--- config.mk ---
export PLATFORM = sky130hd
export DESIGN_NAME = bjack_dealer_flat
export DESIGN_NICKNAME = d
export VERILOG_FILES = /design/src/rtl/bjack_dealer_if.sv /design/src/rtl/bjack_dealer.sv /design/src/flat_wrapper.sv
export SDC_FILE = /design/constraint.sdc
export NUM_CORES = 1
export LEC_CHECK = 0
export ABC_AREA = 1
export ABC_CLOCK_PERIOD_IN_PS = 4200
export CAP_MARGIN = 20
export CORE_MARGIN = 2
export CORE_UTILIZATION = 58
export DETAILED_ROUTE_END_ITERATION = 10
export PLACE_DENSITY = 0.81
export SYNTH_ARGS = -nofsm -noshare
export SYNTH_HDL_FRONTEND = slang
export SYNTH_SLANG_ARGS = --single-unit
--- constraint.sdc ---
create_clock -name i_clock -period 4.2 [get_ports i_clock]
set_input_delay 0.84 -clock i_clock [delete_from_list [all_inputs] [get_ports i_clock]]
set_output_delay 0.84 -clock i_clock [all_outputs]
set_load 0.005 [all_outputs]
--- src/rtl/bjack_dealer_if.sv ---
// Card handshake bus shared by the blackjack player controller (master) and the dealer (slave).
interface bjack_dealer_if;
  logic       next_c;
  logic       new_g;
  logic [3:0] card;
  logic       new_c;

  modport master (output next_c, output new_g, input card, input new_c);
  modport slave  (input next_c, input new_g, output card, output new_c);
endinterface

--- src/rtl/bjack_dealer.sv ---
// Blackjack card shoe/dealer: serves NEXT_C requests with LFSR-drawn cards and tracks the shoe.
// Optional macro BJACK_DEALER_STACK_EN adds i_stack_vld/i_stack_card to load a fixed card in DRAW.
module bjack_dealer #(
  parameter logic [7:0] SEED      = 8'hA5,
  parameter int         DECK_SIZE = 52,
  parameter int         TIMEOUT   = 16
) (
  input  logic                 i_clock,
  input  logic                 i_reset_n,
  bjack_dealer_if.slave        io_card_bus,
`ifdef BJACK_DEALER_STACK_EN
  input  logic                 i_stack_vld,
  input  logic [3:0]           i_stack_card,
`endif
  output logic [5:0]           o_dealt,
  output logic                 o_shuffle,
  output logic                 o_err
);

  typedef enum logic [4:0] {
    IDLE    = 5'b00001,
    DRAW    = 5'b00010,
    OFFER   = 5'b00100,
    RELEASE = 5'b01000,
    SHUF    = 5'b10000
  } state_t;

  state_t     r_state, w_state_nxt;
  logic [7:0] r_lfsr;
  logic [3:0] r_card;
  logic [5:0] r_dealt;
  logic [7:0] r_tmo;
  logic       r_err;

  logic       w_stack_vld;
  logic [3:0] w_stack_card;
  logic [7:0] w_lfsr_nxt;
  logic       w_accept;
  logic [3:0] w_card_nxt;
  logic       w_shoe_full;
  logic       w_tmo_hit;
  logic       w_load;
  logic       w_tmo_inc;
  logic       w_err_set;
  logic       w_dealt_clr;

  function automatic logic [3:0] card_map(input logic [3:0] r);
    if (r == 4'd0) return 4'd11;
    if (r <= 4'd8) return r + 4'd1;
    return 4'd10;
  endfunction

`ifdef BJACK_DEALER_STACK_EN
  assign w_stack_vld  = i_stack_vld;
  assign w_stack_card = i_stack_card;
`else
  assign w_stack_vld  = 1'b0;
  assign w_stack_card = 4'd0;
`endif

  assign w_lfsr_nxt  = {1'b0, r_lfsr[7:1]} ^ (r_lfsr[0] ? 8'hB8 : 8'h00);
  assign w_accept    = w_stack_vld || (r_lfsr[3:0] <= 4'd12);
  assign w_card_nxt  = w_stack_vld ? w_stack_card : card_map(r_lfsr[3:0]);
  assign w_shoe_full = (r_dealt == 6'(DECK_SIZE));
  assign w_tmo_hit   = (r_tmo == 8'(TIMEOUT - 1));

  always_ff @(posedge i_clock) begin
    // NOTE: non-blocking assignments so every flop updates from pre-edge values.
    if (!i_reset_n) r_state <= IDLE;
    else            r_state <= w_state_nxt;
  end

  always_comb begin
    // NOTE: every output of this block gets a default first, so no path infers a latch.
    w_state_nxt = r_state;
    w_load      = 1'b0;
    w_tmo_inc   = 1'b0;
    w_err_set   = 1'b0;
    w_dealt_clr = 1'b0;
    if (io_card_bus.new_g) begin
      w_state_nxt = IDLE;
    end else begin
      case (r_state)
        // A new game aborted in RELEASE can leave a full shoe here; shuffle before serving.
        IDLE:    if (w_shoe_full)             w_state_nxt = SHUF;
                 else if (io_card_bus.next_c) w_state_nxt = DRAW;
        DRAW:    if (w_accept) begin
                   w_load      = 1'b1;
                   w_state_nxt = OFFER;
                 end
        OFFER:   if (!io_card_bus.next_c) begin
                   w_state_nxt = RELEASE;
                 end else if (w_tmo_hit) begin
                   w_err_set   = 1'b1;
                   w_state_nxt = RELEASE;
                 end else begin
                   w_tmo_inc   = 1'b1;
                 end
        RELEASE: w_state_nxt = w_shoe_full ? SHUF : IDLE;
        SHUF:    begin
                   w_dealt_clr = 1'b1;
                   w_state_nxt = IDLE;
                 end
        default: w_state_nxt = IDLE;
      endcase
    end
  end

  always_ff @(posedge i_clock) begin
    if (!i_reset_n) begin
      r_lfsr  <= SEED;
      r_card  <= 4'd0;
      r_dealt <= 6'd0;
      r_tmo   <= 8'd0;
      r_err   <= 1'b0;
    end else begin
      r_lfsr <= w_lfsr_nxt;
      if (w_load) begin
        r_card  <= w_card_nxt;
        r_dealt <= r_dealt + 6'd1;
        r_tmo   <= 8'd0;
      end else if (w_tmo_inc) begin
        r_tmo   <= r_tmo + 8'd1;
      end
      if (w_dealt_clr) r_dealt <= 6'd0;
      if (w_err_set)   r_err   <= 1'b1;
    end
  end

  assign io_card_bus.card  = r_card;
  assign io_card_bus.new_c = (r_state == OFFER);
  assign o_shuffle         = (r_state == SHUF);
  assign o_dealt           = r_dealt;
  assign o_err             = r_err;

endmodule

--- src/flat_wrapper.sv ---
// flat-port wrapper written by rule: the top's interface ports become plain ports
module bjack_dealer_flat 
#(
  parameter logic [7:0] SEED      = 8'hA5,
  parameter int         DECK_SIZE = 52,
  parameter int         TIMEOUT   = 16
)
  (i_clock, i_reset_n, o_dealt, o_shuffle, o_err, io_card_bus_next_c, io_card_bus_new_g, io_card_bus_card, io_card_bus_new_c);
  bjack_dealer_if io_card_bus_i ();
  input  logic i_clock;
  input  logic i_reset_n;
  output logic [5:0] o_dealt;
  output logic o_shuffle;
  output logic o_err;
  input wire logic [$bits(io_card_bus_i.next_c)-1:0] io_card_bus_next_c;
  input wire logic [$bits(io_card_bus_i.new_g)-1:0] io_card_bus_new_g;
  output wire logic [$bits(io_card_bus_i.card)-1:0] io_card_bus_card;
  output wire logic [$bits(io_card_bus_i.new_c)-1:0] io_card_bus_new_c;
  assign io_card_bus_i.next_c = io_card_bus_next_c;
  assign io_card_bus_i.new_g = io_card_bus_new_g;
  assign io_card_bus_card = io_card_bus_i.card;
  assign io_card_bus_new_c = io_card_bus_i.new_c;
  bjack_dealer #(.SEED(SEED), .DECK_SIZE(DECK_SIZE), .TIMEOUT(TIMEOUT)) u_core (.i_clock(i_clock), .i_reset_n(i_reset_n), .io_card_bus(io_card_bus_i), .o_dealt(o_dealt), .o_shuffle(o_shuffle), .o_err(o_err));
endmodule
==> impl_metrics.yaml, run 1 <==
critical_path:
  ff2ff_setup_slack_ns: 2.41
  crit_fanout: 3
  critPathBufInv: 2
  crit_path_end_kind: "output pin"
  crit_slowest_cell: "clkdlybuf4s50_1"
  reg2reg_from: "u_core.r_lfsr[0]"
  r2r_cells: 9
  path_cells: "inv_1 > nor2_4 > nand2_1 > nor2_1 > clkdlybuf4s50_1"
  crit_family: "buffers and inverters"
  worst-setup-path-type: "register to output pin"
  crit_required_ns: 3.36
  rr_endpoint: "u_core.r_tmo[7]"
  critical_path.max_stage_delay_ns: 0.52
  startpoint_type: "register"
  crit_arrival_ns: 1.61
placed_design:
  io_buffers: 16
  place_hpwl_um: 2400
  placed_area_sq_um: 1830
  gp_congestion: 0.850
  dp_cells: 274
clock_tree:
  cts_max_level: 2
  cts_resized: 0
  worstSkewPairLatency_ns: 0.34
  ctsHoldBuffers: 0
  cts_buffers: 5
  cts_buffer_depth: 2
  root_buffer: "clkbuf_4"
  cts_sinks: 32
  cts_tree: "yes"
  post_cts_buffers: 0
  path_clk_slew_ns: 0.10
sta:
  setup_viol: 0
  relSlewSlack_pct: 73.8
  finalHoldViolCount: 0
  fin_crit_ns: 2.45
  finalMaxSlewViolations: 0
  setup_tns_ns: 0
  tightestPinTransition_ns: 0.392
  fin_crit_sh_pct: 58.3
  hold_slack_ns: 0.439
  fin_worst_skew_ns: 0.0125
  max_freq_ghz: 0.409
  rsz0062_at_grt: "no"
finish:
  stdcell_area_sq_um: 1890
  drive_gt1_share_pct: 12.4
  nets: 259
  diodes: 0
  area_growth_pct: 14.3
  instances_no_fill: 282
power_and_ir_drop:
  p_comb_share_pct: 8.7
  p_clk_share_pct: 33.1
  ir_worst_vdd_v: 0.000239
  power.internal_mw: 0.413
  total_power_mw: 0.548
  p_seq_share_pct: 58.2
  p_switching_mw: 0.135
  leakagePower_nw: 0.779
  power_density_nw_per_um2: 290
  p_sw_share_pct: 24.7
logic_synthesis:
  ys_seq_elements: 32
  postSynthAreaPerCell_sq_um: 7.20
  synth_cell_types: 27
  syn-num-nets: 239
  synthTopCellsByArea: "dfxtp_1, nand2_1, nand3_1"
  async_flop_share_pct: 0
  synth_common_cells: "nand2_1, dfxtp_1, inv_1"
  post-synth-top-count-cell: "nand2_1"
  synth_edf_count: 0
  yosys.area.top_type: "dfxtp_1"
  yosysWarnings: 0
  netlist_instances: 230
  synth-seq-area-share_pct: 38.7
  syn_area_sq_um: 1660
  synthFlopType: "dfxtp_1"
  yosysTopAreaCellShare_pct: 38.7
drt:
  vias: 1474
  wl_um: 3210
  drt-vias-per-instance: 5.23
  avgRoutedWirePerCell_um: 11.4
  drt_iter0_markers: 54
  ant_nets: 0
  drt_pass1_iterations: 4
  remaining_drc_errors: 0
floorplanning:
  ios: 17
  die_x_um: 57.4
  die-area_sq_um: 3300
  rows: 19
  core_sq_um: 2730
  initial_core_util_pct: 60.5
  die_h_um: 57.4
flow_run:
  maxCapViolCount: 0
global_routing:
  antenna_found_initial: 0
  grt_usage_pct: 22.1
  grt_pass1_wl_um: 5650
  grt_overflow: 0
  grt_pass1_vias: 1360
  grt_max_degree: 12
status:
  run_status: "finished clean"
worst_hold_path:
  hp-start: "u_core.r_lfsr[7]"
  min_path_cells: 2
  worstHoldEndpoint: "u_core.r_lfsr[6]"
  min_path_type: "register to register"
==> how the worst max path moves through the flow <==
stage / from / to / slack, ns / cells past startpoint
6_report: u_core.r_state[2] / io_card_bus_new_c / 1.75 / 5
5_1_grt: u_core.r_state[2] / io_card_bus_new_c / 1.60 / 5
4_1_cts: u_core.r_state[2] / io_card_bus_new_c / 1.73 / 5
3_5_place_dp: io_card_bus_new_g / u_core.r_tmo[7] / 1.78 / 7
3_3_place_gp: io_card_bus_new_g / u_core.r_tmo[7] / 1.82 / 7
2_1_floorplan: i_reset_n / u_core.o_err / 2.58 / 5
==> worst min-delay path, cell delays in order, from the launching register on <==
cell,delay (ns)
dfxtp_1,0.31
nand2_1,0.06
inv_1,0.03
==> kinds of logic (layout without fill, tap and decap cells) <==
group	after synthesis	after routing	share of synthesized area, %
AND/OR/NAND/NOR	127	127	37.3
buffers and inverters	33	54	8.09
flip-flops	32	32	38.7
AO/OA/AOI/OAI	25	25	7.94
XOR/XNOR	8	8	4.23
adder cells (fa/ha/maj)	5	5	3.78
==> power groups by stage <==
stage	clock (mW)	sequential (mW)	combinational, mW
3_5_place_dp	0	0.326	0.0473
6_report	0.181	0.319	0.0477
3_3_place_gp	0	0.325	0.0460
2_1_floorplan	0	0.324	0.0367
4_1_cts	0.186	0.319	0.0477
5_1_grt	0.199	0.320	0.0548
==> cells in the final DEF, fill, tap and decap left out, types with 3 or more instances in the layout <==
master / n
xor2_1: 3
o21ai_1: 4
nand3b_1: 3
dfxtp_1: 32
nor2_1: 23
nor2_2: 4
clkbuf_4: 5
a21oi_1: 14
nand2_1: 57
nand3_1: 19
inv_1: 24
xnor2_1: 5
ha_1: 5
clkdlybuf4s50_1: 16
o21ai_0: 4
nand4_1: 4
nor2_4: 6
inv_2: 6
nand2_2: 4
==> per-layer routing <==
metal	vias up	wire length, um	track usage (%)
li1	771	-	-
met1	662	1480	26.7
met2	34	1500	35.4
met3	7	147	7.71
met4	0	70	9.97
met5	-	0	0
==> state kept, by name (all words and copies together) (netlist names) <==
signal / count
u_core.o_err: 1
u_core.io_card_bus.card: 4
u_core.r_state: 5
u_core.r_tmo: 8
u_core.o_dealt: 6
u_core.r_lfsr: 8
==> per-stage QoR <==
stage	setup slack, ns	util [%]
3_5_place_dp	1.78	67.0
3_3_place_gp	1.82	67.0
2_1_floorplan	2.58	-
4_1_cts	1.73	69.2
5_1_grt	1.60	69.2
6_report	1.75	69.2
==> final cells by class <==
cell class                      instances  area [sq um]
Timing Repair Buffer                   16           160
Sequential cell                        32           641
Inverter                               30           113
Tap cell                               31          38.8
Multi-Input combinational cell        165           881
Fill cell                             240           842
Clock buffer                            8          58.8
Note: power is estimated with default switching activity, not from simulation.
==> run 2: changes to the inputs <==
--- a/config.mk
+++ b/config.mk
@@ -6,12 +6,12 @@
 export NUM_CORES = 1
 export LEC_CHECK = 0
 export ABC_AREA = 1
-export ABC_CLOCK_PERIOD_IN_PS = 4200
+export ABC_CLOCK_PERIOD_IN_PS = 2300
 export CAP_MARGIN = 20
 export CORE_MARGIN = 2
-export CORE_UTILIZATION = 58
+export CORE_UTILIZATION = 55
 export DETAILED_ROUTE_END_ITERATION = 10
-export PLACE_DENSITY = 0.81
+export PLACE_DENSITY = 0.78
 export SYNTH_ARGS = -nofsm -noshare
 export SYNTH_HDL_FRONTEND = slang
 export SYNTH_SLANG_ARGS = --single-unit
==> constraint.sdc (replaced) <==
create_clock -name i_clock -period 2.3 [get_ports i_clock]
set_input_delay 0.46 -clock i_clock [delete_from_list [all_inputs] [get_ports i_clock]]
set_output_delay 0.46 -clock i_clock [all_outputs]
set_load 0.005 [all_outputs]
==> run 2 against run 1 <==
The flow now finishes with violations (design-rule violations); critical path depth unchanged; cell count is 0.71% higher; non-clock buffer count up 2; highest routed layer unchanged.
==> impl_metrics.yaml, run 2 (same netlist as run 1, synthesis figures left out) <==
status:
  run_status: "finished with violations"
  violations: "design-rule violations"
sta:
  finalHoldViolCount: 0
  finalMaxSlewViolations: 0
  rsz0062_at_grt: "no"
  setup_viol: 0
  fin_crit_ns: 2.09
  setup_tns_ns: 0
  max_freq_ghz: 0.477
  tightestPinTransition_ns: 0.272
  fin_worst_skew_ns: 0.00866
  relSlewSlack_pct: 81.9
  fin_crit_sh_pct: 91.1
floorplanning:
  initial_core_util_pct: 59.0
  rows: 19
  ios: 17
  core_sq_um: 2810
  die_h_um: 58.9
  die-area_sq_um: 3460
  die_x_um: 58.9
critical_path:
  crit_slowest_cell: "clkdlybuf4s50_1"
  crit_family: "buffers and inverters"
  crit_arrival_ns: 1.63
  critPathBufInv: 2
  crit_fanout: 3
  path_cells: "inv_1 > nor2_4 > nand2_1 > nor2_1 > clkdlybuf4s50_1"
  critical_path.max_stage_delay_ns: 0.53
  crit_path_end_kind: "output pin"
  crit_required_ns: 1.84
  worst-setup-path-type: "register to output pin"
  startpoint_type: "register"
clock_tree:
  post_cts_buffers: 0
  cts_max_level: 2
  root_buffer: "clkbuf_4"
  cts_buffers: 5
  cts_buffer_depth: 2
  cts_resized: 0
  path_clk_slew_ns: 0.10
  ctsHoldBuffers: 0
  worstSkewPairLatency_ns: 0.34
  cts_sinks: 32
  cts_tree: "yes"
placed_design:
  place_hpwl_um: 2400
  dp_cells: 276
  gp_congestion: 0.892
  io_buffers: 16
finish:
  diodes: 0
  mostFrequentLayoutCells: "nand2_1, dfxtp_1, inv_1"
  fill_cells: 242
  nets: 261
  instances_no_fill: 284
  postLayoutCoreUtil_pct: 69.3
  final_common_cell: "nand2_1"
  area_growth_pct: 17.4
  drive_gt1_share_pct: 13.8
drt:
  drt_iter0_markers: 70
  drt-vias-per-instance: 5.11
  drt_pass1_iterations: 7
  ant_nets: 0
  avgRoutedWirePerCell_um: 10.9
  remaining_drc_errors: 2
  wl_um: 3110
  vias: 1451
global_routing:
  grt_pass1_vias: 1271
  antenna_found_initial: 0
  grt_overflow: 0
  grt_usage_pct: 20.8
  grt_pass1_wl_um: 5450
  grt_max_degree: 12
worst_hold_path:
  min_path_type: "register to register"
power_and_ir_drop:
  total_power_mw: 1.15
  power_density_nw_per_um2: 594
  ir_worst_vdd_v: 0.000443
  leakagePower_nw: 0.808
flow_run:
  maxCapViolCount: 0
run 2: changes by cell type in the layout (fill, tap and decap cells not counted), sizes merged:
cell    change
buf         +2
bufinv      +1
clkbuf      -1
run 2: area by class of cell:
cell class              instances  area, sq um  share of cell area [%]
clock inverters                 1         30.0                    1.55
repair buffers                 18          175                    9.01
clock buffers                   7         65.1                    3.35
well taps                      31         38.8                    2.00
inverters                      30          113                    5.80
multi-input cells             165          881                    45.3
flip-flops and latches         32          641                    33.0
run 2: worst reg2reg max path, delay by kind of cell (launching register included):
kind / cells / cell delay [ns]
AOI/OAI and AO/OA: 1 / 0.13
adders and majority gates: 1 / 0.25
buffers and inverters: 2 / 0.25
DFF: 1 / 0.44
and+or+nand+nor: 5 / 0.65
run 2: through the flow:
step / instance area [sq um] / worst slack (ns) / hold slack (ns)
floorplan: 1660 / 0.803 / 0.390
global placement: 1850 / 0.542 / 0.407
detailed placement: 1850 / 0.524 / 0.409
CTS: 1940 / 0.189 / 0.431
global route: 1940 / 0.0821 / 0.461
finish: 1940 / 0.205 / 0.426
run 2: path summary, 6_finish.rpt:
check	start	endpoint	slack, ns	cells past startpoint
worst max-delay path	u_core.r_state[2]	io_card_bus_new_c	0.21	5
worst min-delay path	u_core.r_lfsr[7]	u_core.r_lfsr[6]	0.43	2
worst max register to register	u_core.r_lfsr[0]	u_core.r_tmo[4]	0.52	9
worst min register to register	u_core.r_lfsr[7]	u_core.r_lfsr[6]	0.43	2
run 2: power by group:
group	switching (mW)	internal, mW
Combinational	0.0527	0.0361
Clock	0.195	0.288
Sequential	0.0130	0.569
run 2: routing by layer:
layer	GRT usage [%]	vias up	share of wire [%]
met5	0	-	0
met1	28.0	643	50
met2	30.8	28	44
li1	-	775	-
met4	8.12	0	1.6
met3	6.81	5	4.7
==> run 3: changes to the inputs <==
--- a/config.mk
+++ b/config.mk
@@ -11,6 +11,7 @@
 export CORE_MARGIN = 2
 export CORE_UTILIZATION = 55
 export DETAILED_ROUTE_END_ITERATION = 10
+export GPL_TIMING_DRIVEN = 0
 export PLACE_DENSITY = 0.78
 export SYNTH_ARGS = -nofsm -noshare
 export SYNTH_HDL_FRONTEND = slang
==> run 3 against run 2 <==
The run still ends with design-rule violations left; global-route usage down 0.17 points; critical path depth unchanged; die area unchanged; setup slack about the same; cell count unchanged; cell area down 0.97%; sequential power about the same; hold slack worse by 0.060 ns; largest power group unchanged.
==> impl_metrics.yaml, run 3 (same netlist as run 1, synthesis figures left out) <==
global_routing:
  grt.busiest_layer: "met2"
  grt_pass1_wl_um: 5330
  grt_overflow: 0
  grt_usage_pct: 20.6
  antenna_found_initial: 0
  global_route.usage.met2_pct: 31.9
  globalRouteMet1Util_pct: 26.6
  grt_max_degree: 12
  grtUsageMet3_pct: 4.62
  grt_pass1_vias: 1286
placed_design:
  placed_area_sq_um: 1840
  dpl_worst_slack_ns: 0.486
  gp_congestion: 0.807
  place_hpwl_um: 2290
  io_buffers: 15
critical_path:
  startpoint_type: "register"
  crit_arrival_ns: 1.63
  critical_path.max_stage_delay_ns: 0.53
  path_depth: 5
  rr_endpoint: "u_core.r_tmo[4]"
  path_cells: "inv_1 > nor2_4 > nand2_1 > nor2_1 > clkdlybuf4s50_1"
  crit_required_ns: 1.84
  crit_family: "buffers and inverters"
  critPathBufInv: 2
  crit_path_end_kind: "output pin"
  worstSetupStartpoint: "u_core.r_state[2]"
  reg2reg_from: "u_core.r_lfsr[0]"
  r2r_cells: 9
  crit_fanout: 3
  crit_end: "io_card_bus_new_c"
  crit_slowest_cell: "clkdlybuf4s50_1"
  ff2ff_setup_slack_ns: 0.49
  worst-setup-path-type: "register to output pin"
sta:
  max_freq_ghz: 0.477
  fin_crit_sh_pct: 91.1
  finalMaxSlewViolations: 0
  tightestPinTransition_ns: 0.311
  fin_ws_ns: 0.206
  finalHoldViolCount: 0
  setup_viol: 0
  rsz0062_at_grt: "no"
  setup_tns_ns: 0
  relSlewSlack_pct: 79.2
  fin_worst_skew_ns: 0.0157
  fin_crit_ns: 2.09
  hold_slack_ns: 0.366
finish:
  final_common_cell: "nand2_1"
  mostFrequentLayoutCells: "nand2_1, dfxtp_1, inv_1"
  area_growth_pct: 16.3
  diodes: 0
  fill_cells: 242
  stdcell_area_sq_um: 1920
  drive_gt1_share_pct: 14.2
  nets: 261
floorplanning:
  rows: 19
  ios: 17
  die_x_um: 58.9
  core_sq_um: 2810
  die-area_sq_um: 3460
  die_h_um: 58.9
  initial_core_util_pct: 59.0
clock_tree:
  path_clk_slew_ns: 0.11
  cts_buffer_depth: 2
  ctsHoldBuffers: 0
  cts_max_level: 2
  cts_buffers: 5
  cts_resized: 0
  cts_tree: "yes"
  worstSkewPairLatency_ns: 0.34
  root_buffer: "clkbuf_4"
  post_cts_buffers: 0
  cts_sinks: 32
power_and_ir_drop:
  power_density_nw_per_um2: 579
  ir_worst_vdd_v: 0.000434
  leakagePower_nw: 0.798
status:
  violations: "design-rule violations"
  run_status: "finished with violations"
worst_hold_path:
  min_path_type: "input port to register"
drt:
  ant_nets: 0
  wl_um: 3230
  avgRoutedWirePerCell_um: 11.4
  drt-vias-per-instance: 5.06
  remaining_drc_errors: 2
  vias: 1438
  drt_pass1_iterations: 7
  drt_iter0_markers: 88
flow_run:
  maxCapViolCount: 0
[run 3: worst min path at each step]
| stage | start | end | slack, ns | cells past startpoint |
|---|---|---|---|---|
| 6_report | i_reset_n | u_core.r_lfsr[0] | 0.37 | 2 |
| 4_1_cts | i_reset_n | u_core.r_lfsr[0] | 0.35 | 2 |
| 3_3_place_gp | u_core.r_lfsr[7] | u_core.r_lfsr[6] | 0.39 | 2 |
| 2_1_floorplan | u_core.r_lfsr[7] | u_core.r_lfsr[6] | 0.39 | 2 |
| 3_5_place_dp | u_core.r_lfsr[7] | u_core.r_lfsr[6] | 0.41 | 2 |
| 5_1_grt | i_reset_n | u_core.r_lfsr[0] | 0.35 | 2 |
[run 3: per-layer routing]
layer  wire, um  part of all wire [%]
met2       1470                    46
met4         42                   1.3
met3        109                   3.4
met1       1610                    50
met5          0                     0
[run 3: where the power goes]
group          internal (mW)  total, mW  switching, mW  leakage [nW]
Sequential             0.569      0.582         0.0131         0.261
Clock                  0.227      0.444          0.217        0.0412
Combinational         0.0339     0.0874         0.0535         0.496
[run 3: cell type report]
class,instances,area (sq um),area share [%]
repair buffers,15,150,7.80
multi-input cells,165,881,45.8
clock inverters,3,42.5,2.21
flip-flops and latches,32,641,33.3
plain buffers,3,21.3,1.11
clock buffers,5,37.5,1.95
well taps,31,38.8,2.02
inverters,30,113,5.85
[run 3: through the flow]
step                      power (mW)  std cells  utilization, %
after floorplan                0.659        230               -
after global placement         0.679        276            65.7
after detailed placement       0.681        276            65.7
after CTS                       1.12        284            68.6
after global routing            1.16        284            68.6
final                           1.11        284            68.6
==> patch 1, RTL diff (settings of run 2) <==
Put one more register stage on the output `o_err`, cleared by the reset. The value now appears one clock later. The other outputs are not delayed to match.
--- a/src/rtl/bjack_dealer.sv
+++ b/src/rtl/bjack_dealer.sv
@@ -133,3 +133,9 @@
   assign o_dealt           = r_dealt;
-  assign o_err             = r_err;
+  always_ff @(posedge i_clock) begin
+    if (!i_reset_n) begin
+      o_err <= '0;
+    end else begin
+      o_err <= r_err;
+    end
+  end
 
Formal check against the unedited RTL: same outputs for any inputs over 10 cycles, from zero or initial values and one cycle with i_reset_n low; that may be too few to reach the edited logic, so the function may still have changed.
==> patch 1 against run 2 <==
Register-to-register slack improved by 70 ps. Synthesized area rose by 3.3%. Sequential power rose by 3%. First-iteration DRC count fell by 36%. Worst hold slack got worse by 4.6 ps. Total power fell by 15%. Routed wire length fell by 2.0%. Clock power fell by 40%. Cell area barely moved. Worst setup slack improved by 22 ps. Count of clock-buffer cells in the layout fell by 2. Sequential cell count rose by 1. Critical path type unchanged. Critical endpoint unchanged. Largest power group unchanged. Highest routed layer unchanged.
==> patch 1: results (changes against run 2) <==
* Outcome: complete, no violations (was finished, violations left)
* Max VDD drop at 0.3750 mV (was 0.4425 mV)
* Final WL at 3.045 mm (was 3.106 mm)
* DR vias/cell at 5.171 (was 5.109)
* Gate Count Post-Synth at 232 (was 230)
* GPL Wtd Cong at 0.8289 (was 0.8920)
* Slew @ Worst Pin at 402.3 ps (was 271.8 ps)
* Leak at 0.8619 nW (was 0.8079 nW)
* First drt pass iteration count at 4 (was 7)
* Count of cell types in the netlist at 29 (was 27)
* Post-DP HPWL at 2.321 mm (was 2.400 mm)
* Skew final at 7.663 ps (was 8.655 ps)
* WL met2 at 1.430 mm (was 1.361 mm)
* Net Count, Synth at 241 (was 239)
* Fin nets at 263 (was 261)
* All-Layer GR Usage at 19.09% (was 20.75%)
* Grt met3 use at 5.411% (was 6.813%)
* R2R Path End: u_core.r_tmo[3] (was u_core.r_tmo[4])
* Placed Instances at 280 (was 276)
* Area contributors post-synth: dfxtp_1, nand2_1, nand3_1, nor2_1, inv_1 (was dfxtp_1, nand2_1, nand3_1, inv_1, nor2_1)
* R2r setup slk at 590 ps (was 520 ps)
* Filler Cell Count at 279 (was 242)
* Routed length on met3 at 99 µm (was 147 µm)
* First-pass GRT wire length at 5.050 mm (was 5.451 mm)
* Final cell area excluding filler cells at 1944 µm² (was 1943 µm²)
* WL met1 at 1.441 mm (was 1.548 mm)
==> patch 1: metrics by stage <==
step | total power, mW | worst slack (ps) | hold slack [ps]
detailed placement | 0.7070 | 492.2 | 403.4
finish | 0.9823 | 227.1 | 421.8
CTS | 0.9955 | 216.6 | 425.4
global placement | 0.7050 | 540.9 | 401.1
global route | 1.024 | 132.5 | 440.9
floorplan | 0.6828 | 821.2 | 390.5
==> patch 1: final cells by class <==
cell class              count  area share [%]
clock buffers               5           1.931
inverters                  30           5.985
repair buffers             18           9.009
flip-flops and latches     33           33.98
clock inverters             1          0.2574
multi-input cells         166           46.72
well taps                  33           2.124
==> patch 1: worst max-delay path, cell delays in order (launching register included) <==
cell and delay (ps):
dfxtp_1 360, inv_1 80, nor2_4 110, nand2_1 60, nor2_1 140, clkdlybuf4s50_1 520
==> patch 1: worst min-delay path by stage <==
stage	startpoint	to	slack [ps]	cells past startpoint
after floorplan	u_core.r_lfsr[7]	u_core.r_lfsr[6]	390	2
after global placement	u_core.r_lfsr[7]	u_core.r_lfsr[6]	400	2
after detailed placement	u_core.r_lfsr[7]	u_core.r_lfsr[6]	400	2
after CTS	u_core.r_lfsr[7]	u_core.r_lfsr[6]	430	2
after global routing	u_core.r_lfsr[7]	u_core.r_lfsr[6]	440	2
final	u_core.r_lfsr[7]	u_core.r_lfsr[6]	420	2
==> patch 1: power breakdown <==
part	switching [mW]	total [mW]	internal [mW]	leakage, nW
registers	0.0142	0.600	0.586	0.269
logic	0.0559	0.0936	0.0377	0.566
clock network	0.183	0.288	0.106	0.0269
total	0.253	0.982	0.730	0.862
==> patch 1: kinds of logic after synthesis <==
logic type	synth area share (%)
and+or+nand+nor	37.09
AOI/OAI and AO/OA	8.267
xor gates and xnor gates	4.097
DFF	38.62
adders and majority gates	3.658
buffers and inverters	8.267
==> patch 2, RTL diff (config.mk and constraints of run 2) <==
Without the edit above. `DECK_SIZE` is set to 52 in 2 places; all go to 51.
--- a/src/rtl/bjack_dealer.sv
+++ b/src/rtl/bjack_dealer.sv
@@ -4,3 +4,3 @@
   parameter logic [7:0] SEED      = 8'hA5,
-  parameter int         DECK_SIZE = 52,
+  parameter int         DECK_SIZE = 51,
   parameter int         TIMEOUT   = 16
--- a/src/flat_wrapper.sv
+++ b/src/flat_wrapper.sv
@@ -4,3 +4,3 @@
   parameter logic [7:0] SEED      = 8'hA5,
-  parameter int         DECK_SIZE = 52,
+  parameter int         DECK_SIZE = 51,
   parameter int         TIMEOUT   = 16
Formal check against the unedited RTL: no difference found for any inputs over 10 cycles, from zero or initial values and one cycle with i_reset_n low; that may be too few to reach the edited logic, so the function may still have changed.
==> patch 2 against run 2 <==
Sequential cell count unchanged. Total power decreased by 5.4%. Via count decreased by 1.7%. Die area increased by 0.70%. Cell area increased by 0.52%. Routed wire length increased by 0.58%. Worst setup slack improved by 18 ps. Critical path type unchanged. Synthesized area increased by 0.76%. Largest cell class unchanged.
==> patch 2: results (changes against run 2) <==
* Outcome: complete, no violations (was finished, violations left)
* Largest net degree at the start of global routing at 11 (was 12)
* Net Count, Synth at 237 (was 239)
* Fin nets at 261 (unchanged)
* Leak at 0.8073 nW (was 0.8079 nW)
* Clock root buffer: clkbuf_4 (unchanged)
* Ys flop type: dfxtp_1 (unchanged)
* Final WL at 3.124 mm (was 3.106 mm)
* Post-Synth Adder-Cell Area at 3.001% (was 3.779%)
* Skew final at 13.49 ps (was 8.655 ps)
* Placed Area at 1877 µm² (was 1848 µm²)
* Post-DP HPWL at 2.373 mm (was 2.400 mm)
* Seq/Total Area, Yosys at 38.41% (was 38.70%)
* Htree depth at 2 (unchanged)
* Combinational family with the most area after synthesis: simple AND/OR/NAND/NOR gates (unchanged)
* Via count at 1427 (was 1451)
* Slew @ Worst Pin at 277.7 ps (was 271.8 ps)
* Antenna violations before repair at 0 (unchanged)
* Area contributors post-synth: dfxtp_1, nand2_1, nand3_1, inv_1, nor2_1 (unchanged)
* Share of cells above drive strength 1 at 15.35% (was 13.83%)
* Sw frac at 23.74% (was 22.61%)
* Post-place setup slack at 468.8 ps (was 523.6 ps)
* First drt pass iteration count at 4 (was 7)
* Most common cell after layout, fill and taps aside: nand2_1 (unchanged)
* Commonest cells post-synth: nand2_1, dfxtp_1, inv_1, nor2_1, nand3_1 (unchanged)
* Depth of the most critical reg-to-reg path at 9 (unchanged)
* Postcts setup bufs at 0 (unchanged)
* All-Layer GR Usage at 20.68% (was 20.75%)
* First-pass GRT wire length at 5.340 mm (was 5.451 mm)
* XOR/XNOR Fraction of Synth Area at 4.201% (was 4.233%)
* GPL Wtd Cong at 0.8256 (was 0.8920)
* Max VDD drop at 0.4078 mV (was 0.4425 mV)
* Worst EP arrival at 1620 ps
* Mux share of post-synthesis cell area at 0% (unchanged)
* Vias in the first global route at 1245 (was 1271)
* Grt met3 use at 7.205% (was 6.813%)
* Routed length on met3 at 138 µm (was 147 µm)
* CTS resizes at 0 (unchanged)
* WL met2 at 1.393 mm (was 1.361 mm)
* Top Layer Used: met4 (unchanged)
* CP Max Fanout at 3 (unchanged)
* WL met1 at 1.541 mm (was 1.548 mm)
* Area occupied by multi-input gates at 902.1 µm² (was 880.8 µm²)
* Post-synthesis compound-gate area fraction at 7.727% (was 7.937%)
* Hold path cells at 2 (unchanged)
* Met1 GRT Util at 27.32% (was 27.98%)
* Initial drt markers at 45 (was 70)
* Clock Tree Buf Depth at 2 (unchanged)
* Met2 usage at 31.11% (was 30.79%)
==> patch 2: cell families (layout without fill, tap and decap cells) <==
kind of cell / Yosys count / in the layout
adder cells (fa/ha/maj): 4 / 4
AO/OA/AOI/OAI: 25 / 25
flip-flops: 32 / 32
XOR/XNOR: 8 / 8
buffers and inverters: 33 / 58
AND/OR/NAND/NOR: 127 / 127
==> patch 2: final timing paths <==
check | startpoint | slack, ps | endpoint
setup / recovery | u_core.r_state[2] | 220 | io_card_bus_new_c
hold / removal | u_core.r_lfsr[7] | 430 | u_core.r_lfsr[6]
setup reg to reg | u_core.r_lfsr[0] | 600 | u_core.o_dealt[4]
hold reg to reg | u_core.r_lfsr[7] | 430 | u_core.r_lfsr[6]
==> patch 2: worst max-delay path, stage by stage, from the launching register on <==
cell             delay [ps]
dfxtp_1                 370
inv_2                    60
nor2_4                  110
nand3_1                 130
inv_1                   110
clkdlybuf4s50_1         500
==> patch 2: metrics by stage <==
step,instances,hold slack (ps)
after CTS,285,435.1
after global routing,285,452.9
after floorplan,229,390.5
final,285,428.1
after global placement,277,403.7
after detailed placement,277,407.2
==> patch 2: power by group through the flow <==
stage | combinational [mW] | sequential (mW) | clock [mW]
floorplan | 0.0700 | 0.592 | 0
global placement | 0.0906 | 0.594 | 0
detailed placement | 0.0924 | 0.595 | 0
CTS | 0.0931 | 0.582 | 0.433
global route | 0.104 | 0.584 | 0.452
finish | 0.0928 | 0.582 | 0.417
==> patch 2: cell type report <==
| class | count | share of cell area, % |
|---|---|---|
| Multi-Input combinational cell | 164 | 46.19 |
| Sequential cell | 32 | 32.80 |
| Timing Repair Buffer | 18 | 8.969 |
| Inverter | 32 | 6.150 |
| Clock buffer | 6 | 2.114 |
| Tap cell | 31 | 1.986 |
| Clock inverter | 2 | 1.794 |
